[src/rtl/ni_flit_sink_pkg.sv]
// Shared flit layout, null-header and error-code encodings for the NI receive endpoint.
package ni_flit_sink_pkg;
   localparam int HDR_SZ  = 4;
   localparam int PL_SZ   = 16;
   localparam int ADDR_SZ = 4;

   // flit = {hdr, payload, addr}; payload = {src, seq}
   localparam int ADDR_LSB = 0;
   localparam int PL_LSB   = ADDR_SZ;
   localparam int HDR_LSB  = ADDR_SZ + PL_SZ;
   localparam int SEQ_SZ   = PL_SZ - ADDR_SZ;
   localparam int SEQ_LSB  = PL_LSB;
   localparam int SRC_LSB  = PL_LSB + SEQ_SZ;

   localparam logic [HDR_SZ-1:0] HDR_NULL = '0;
   localparam logic [15:0]       LFSR_SEED = 16'hACE1;
   localparam logic [19:0]       CNT_MAX   = 20'hFFFFF;

   typedef enum logic [1:0] {
      ERR_NONE     = 2'b00,
      ERR_MISROUTE = 2'b01,
      ERR_SEQ      = 2'b10,
      ERR_NULL     = 2'b11
   } err_code_t;
endpackage

[src/rtl/ni_sink_fifo.sv]
// Receive buffer for ni_flit_sink: synchronous FIFO, power-of-two depth, async active-low reset.
module ni_sink_fifo #(
   parameter int W     = 24,
   parameter int DEPTH = 4
) (
   input  logic         clk,
   input  logic         reset,
   input  logic         push,
   input  logic [W-1:0] din,
   input  logic         pop,
   output logic [W-1:0] dout,
   output logic         full,
   output logic         empty
);
   localparam int AW = $clog2(DEPTH);

   logic [W-1:0]  mem [DEPTH];
   logic [AW-1:0] wr_ptr, rd_ptr;
   logic [AW:0]   count;
   logic          do_push, do_pop;

   assign full    = (count == (AW+1)'(DEPTH));
   assign empty   = (count == '0);
   assign do_push = push && !full;
   assign do_pop  = pop && !empty;
   assign dout    = mem[rd_ptr];

   always_ff @(posedge clk) begin
      if (do_push) mem[wr_ptr] <= din;
   end

   // Pointers wrap for free because DEPTH is a power of two.
   always_ff @(posedge clk or negedge reset) begin
      if (!reset) begin
         wr_ptr <= '0;
         rd_ptr <= '0;
         count  <= '0;
      end else begin
         if (do_push) wr_ptr <= wr_ptr + 1'b1;
         if (do_pop)  rd_ptr <= rd_ptr + 1'b1;
         case ({do_push, do_pop})
            2'b10:   count <= count + 1'b1;
            2'b01:   count <= count - 1'b1;
            default: count <= count;
         endcase
      end
   end
endmodule

[src/rtl/ni_flit_sink.sv]
// NI receive endpoint: buffers local-port flits, checks dest/header/per-source sequence,
// counts and flags errors. Define BACKPRESSURE_TEST_EN to add LFSR-driven random busy stalls.
module ni_flit_sink
   import ni_flit_sink_pkg::*;
#(
   parameter int ID         = 0,
   parameter int FIFO_DEPTH = 4,
   parameter int LED_DIV    = 10
) (
   input  logic                          clk,
   input  logic                          reset,
   input  logic [HDR_SZ+PL_SZ+ADDR_SZ-1:0] item_in,
   input  logic                          valid,
   output logic                          busy,
   output logic [19:0]                   flit_counter,
   output logic                          error,
   output logic [1:0]                    err_code,
   output logic                          led
);
   localparam int FLIT_W = HDR_SZ + PL_SZ + ADDR_SZ;
   localparam int NSRC   = 1 << ADDR_SZ;

   logic [FLIT_W-1:0]  head;
   logic               fifo_full, fifo_empty, pop;
   logic [HDR_SZ-1:0]  hdr;
   logic [ADDR_SZ-1:0] addr, src;
   logic [SEQ_SZ-1:0]  seq;
   err_code_t          code;
   logic [19:0]        cnt_inc;
   logic [NSRC-1:0]    seen;
   logic [SEQ_SZ-1:0]  exp_tbl [NSRC];

`ifdef BACKPRESSURE_TEST_EN
   logic [15:0] lfsr;
   logic        stall;
   assign stall = (lfsr[1:0] == 2'b00);
   always_ff @(posedge clk or negedge reset) begin
      if (!reset) lfsr <= LFSR_SEED;
      else        lfsr <= {lfsr[14:0], lfsr[15] ^ lfsr[13] ^ lfsr[12] ^ lfsr[10]};
   end
   assign busy = fifo_full | stall;
`else
   assign busy = fifo_full;
`endif

   ni_sink_fifo #(.W(FLIT_W), .DEPTH(FIFO_DEPTH)) u_fifo (
      .clk   (clk),
      .reset (reset),
      .push  (valid && !busy),
      .din   (item_in),
      .pop   (pop),
      .dout  (head),
      .full  (fifo_full),
      .empty (fifo_empty)
   );

   // The checker drains one flit per cycle whenever anything is buffered.
   assign pop  = !fifo_empty;
   assign hdr  = head[HDR_LSB +: HDR_SZ];
   assign addr = head[ADDR_LSB +: ADDR_SZ];
   assign src  = head[SRC_LSB +: ADDR_SZ];
   assign seq  = head[SEQ_LSB +: SEQ_SZ];
   assign cnt_inc = flit_counter + 20'd1;

   always_comb begin
      code = ERR_NONE;
      if (hdr == HDR_NULL)                            code = ERR_NULL;
      else if (addr != ADDR_SZ'(ID))                  code = ERR_MISROUTE;
      else if (seen[src] && (seq != exp_tbl[src]))    code = ERR_SEQ;
   end

   always_ff @(posedge clk or negedge reset) begin
      if (!reset) begin
         flit_counter <= '0;
         error        <= 1'b0;
         err_code     <= ERR_NONE;
         led          <= 1'b0;
         seen         <= '0;
         for (int i = 0; i < NSRC; i++) exp_tbl[i] <= '0;
      end else if (pop) begin
         // Table resyncs on every non-null flit, even ones that failed the check.
         if (hdr != HDR_NULL) begin
            seen[src]    <= 1'b1;
            exp_tbl[src] <= seq + 1'b1;
         end
         if (flit_counter != CNT_MAX) begin
            flit_counter <= cnt_inc;
            if (cnt_inc[LED_DIV-1:0] == '0) led <= ~led;
         end
         if (!error && (code != ERR_NONE)) begin
            error    <= 1'b1;
            err_code <= code;
         end
      end
   end
endmodule
[config.mk]
export PLATFORM = sky130hd
export DESIGN_NAME = ni_flit_sink
export DESIGN_NICKNAME = d
export VERILOG_FILES = /design/src/rtl/ni_flit_sink_pkg.sv /design/src/rtl/ni_sink_fifo.sv /design/src/rtl/ni_flit_sink.sv
export SDC_FILE = /design/constraint.sdc
export NUM_CORES = 1
export LEC_CHECK = 0
export CORE_MARGIN = 10
export CORE_UTILIZATION = 45
export DETAILED_ROUTE_END_ITERATION = 10
export PLACE_DENSITY = 0.68
export REMOVE_ABC_BUFFERS = 1
export SLEW_MARGIN = 20
export SYNTH_ARGS = -nofsm -noshare
export SYNTH_HDL_FRONTEND = slang
export SYNTH_SLANG_ARGS = --single-unit
[constraint.sdc]
create_clock -name clk -period 2.8 [get_ports clk]
set_input_delay 0.84 -clock clk [delete_from_list [all_inputs] [get_ports clk]]
set_output_delay 0.84 -clock clk [all_outputs]
set_load 0.01 [all_outputs]
==> impl_results.md <==
* Commonest non-fill, non-tap cell in the layout: dfrtp_1
* Placer Congestion at 0.865
* Clk network pwr share at 0.202
* Area of the mapped netlist at 0.0148 mm²
* CTS tree: done
* Top-Level Pins at 52
* Commonest register cell after synthesis: dfrtp_1
* Post-CTS Hold Buffers at 0
* Setup crit end kind: flop
* Gr ovfl total at 0
* Ys Warns at 0
* Die Span Y at 201 µm
* Initial antenna violation count at 0
* Leakage power at 7.96 nW
* Internal at 15.2 mW
* FF-to-FF Start: u_fifo.rd_ptr[0]
* Total CTS buffers at 35
* Count of cell types in the netlist at 55
* Failing checks: negative setup slack
* Buffers on Ports at 51
* Final WS setup at -616 ps
* Slew HR at 0.546
* Routed len/inst at 19.0 µm
* Drt pass-1 iters at 5
* Synthesized area per cell at 11.9 µm²
* Unrepaired setup endpoints after global routing: yes
* First-pass GRT wire length at 57.4 mm
* Slew Limit Fails at 0
* Drt drc at 0
* Origin of the worst setup path: u_fifo.rd_ptr[0]
* Cell total after placement at 1,798
* Core Rows at 66
* Antenna cells at 0
* Clock Skew at 19.8 ps
* Post-Synthesis Cells at 1,243
* Max Fclk at 293 MHz
* Largest net degree at the start of global routing at 78
* Routed WL at 35.9 mm
* Final period util at 1.22
* Via count at 10,100
* Clock latency on the worst-skew pair at 510 ps
* Comb pwr share at 0.484
* Die width at 201 µm
* Final Non-Filler Cells at 1,887
* Layout cells sized above 1 at 0.206
* Final Critical Period at 3420 ps
* Async S/R FF share, synth at 0.713
* Post-synth EDFFs at 96
* Flop pwr share at 0.315
* Sequential cell area fraction in the yosys report at 0.599
* Worst Max-Slew Pin Slew at 682 ps
* DR iter-0 viols at 776
* Root buffer cell: clkbuf_16
* Status: finished, violations left
* Initial Utilization at 0.456
* Crit path kind: reg2reg
* Startpoint Class: flop
* Post-synthesis register bit count at 335
* Routed Antenna Nets at 0
* CTS H-tree lvls at 2
* Sw Share at 0.370
* Max-cap check violation count at 0
* Number of global-route vias before repair at 10,500
* Setup-failing EPs final at 3
* Arrival time at the worst endpoint at 3850 ps
* Most frequent cells in the layout: dfrtp_1, nand2_1, o21ai_0
* Synth-to-layout area growth at 25.2%
* Post-detail-place hpwl at 24.0 mm
* CP required at 3230 ps
* CP max FO at 8
* Vias per cell at 5.37
* Core area at 0.0325 mm²
* Max Root-Sink Buffers at 3
* Tightest Hold Check Type: in2async
* Worst-path clk slew at 60 ps
* CTS Sinks at 335
* Final hold vios at 0
* Fin Hold WS at 315 ps
* DIE AREA at 0.0405 mm²
* VDD IR max at 762 µV
* PwrDens at 1310 mW/mm²
* All-Layer GR Usage at 0.173
* NetSw at 8.94 mW
* Final #Nets at 1,456
[logic make-up (layout without fill, tap and decap cells)]
family,Yosys count,count (layout),synth area share
and+or+nand+nor,346,346,0.105
DFF,335,335,0.599
AOI/OAI and AO/OA,244,244,0.0947
xor gates and xnor gates,49,49,0.0290
adders and majority gates,9,9,0.00812
muxes,170,170,0.136
buffers and inverters,90,292,0.0276
[power groups by stage]
stage | clock, mW | combinational, mW | sequential [mW]
3_5_place_dp | 0 | 10.4 | 7.66
6_report | 4.87 | 11.7 | 7.60
3_3_place_gp | 0 | 10.2 | 7.61
5_1_grt | 5.19 | 12.6 | 7.79
4_1_cts | 4.98 | 11.0 | 7.60
2_1_floorplan | 0 | 6.20 | 7.55
[synth_stat cells (8+ instances only)]
cell type,instances,area share
a21oi_1,9,0.0030
a22oi_1,20,0.010
and3_1,22,0.0093
buf_2,11,0.0037
clkbuf_1,56,0.014
dfrtp_1,239,0.40
edfxtp_1,96,0.19
ha_1,8,0.0068
inv_1,10,0.0025
mux2_2,20,0.015
mux2i_1,127,0.086
mux4_2,23,0.035
nand2_1,213,0.054
nand2b_1,17,0.0072
nand3_1,19,0.0064
nor2_1,21,0.0053
nor3_1,17,0.0058
o21ai_0,181,0.061
xnor2_1,31,0.018
xor2_1,18,0.011
[registers in the layout, summed over array words and instances (netlist names)]
register and count:
seen 16, err_code 2, flit_counter 20, error 1
u_fifo.mem 96, u_fifo.count 3, exp_tbl 192, u_fifo.rd_ptr 2
led 1, u_fifo.wr_ptr 2
[worst max-delay path, stage by stage (launching register included)]
cell and delay [ps]:
dfrtp_1 370, mux4_4 770, buf_12 200, buf_12 140
mux2i_2 140, mux2i_2 220, mux2i_1 320, o2111ai_2 220
a2111oi_4 350, nand4_1 220, buf_4 200, a41oi_2 180
[through the flow]
stage,area (µm²),power (mW),worst slack (ps),utilization,TNS (ps)
2_1_floorplan,14400,13.7,-2360,-,-298000
4_1_cts,18200,23.6,-524,0.561,-1530
3_5_place_dp,16700,18.1,-585,0.515,-2660
3_3_place_gp,16700,17.8,-555,0.515,-1620
6_report,18500,24.2,-616,0.571,-1810
5_1_grt,18500,25.6,-733,0.571,-4850
[final cells by class]
type | count | area, µm²
clock buffer | 53 | 1030
multi-input combinational | 818 | 5720
fill | 2608 | 13900
timing repair buffer | 220 | 2120
tap | 442 | 553
clock inverter | 9 | 185
inverter | 10 | 37.5
sequential | 335 | 8860
[per-layer routing]
metal,up-vias,global-route usage,share of wire
li1,4795,-,-
met1,5061,0.230,0.44
met2,213,0.292,0.49
met3,64,0.0270,0.043
met4,0,0.0438,0.022
met5,-,0,0
[path summary, 6_finish.rpt]
path	end	slack [ps]	cells after the start
worst max-delay path	err_code[0]	-620	11
worst min-delay path	exp_tbl[149]	310	1
worst max register to register	err_code[0]	-620	11
worst min register to register	seen[6]	460	1
max in group asynchronous	flit_counter[14]	1770	2
min in group clk	seen[6]	460	1
[repair_timing]
| item | CTS | global route |
|---|---|---|
| gates resized for setup | 30 | 62 |
| gates cloned | 2 | 2 |
| setup buffers | 12 | 11 |
| endpoints found under the setup margin | 71 | 137 |
| pin swaps | 11 | 8 |
| endpoints found under the hold margin | 0 | 0 |
Note: power is estimated with default switching activity, not from simulation.
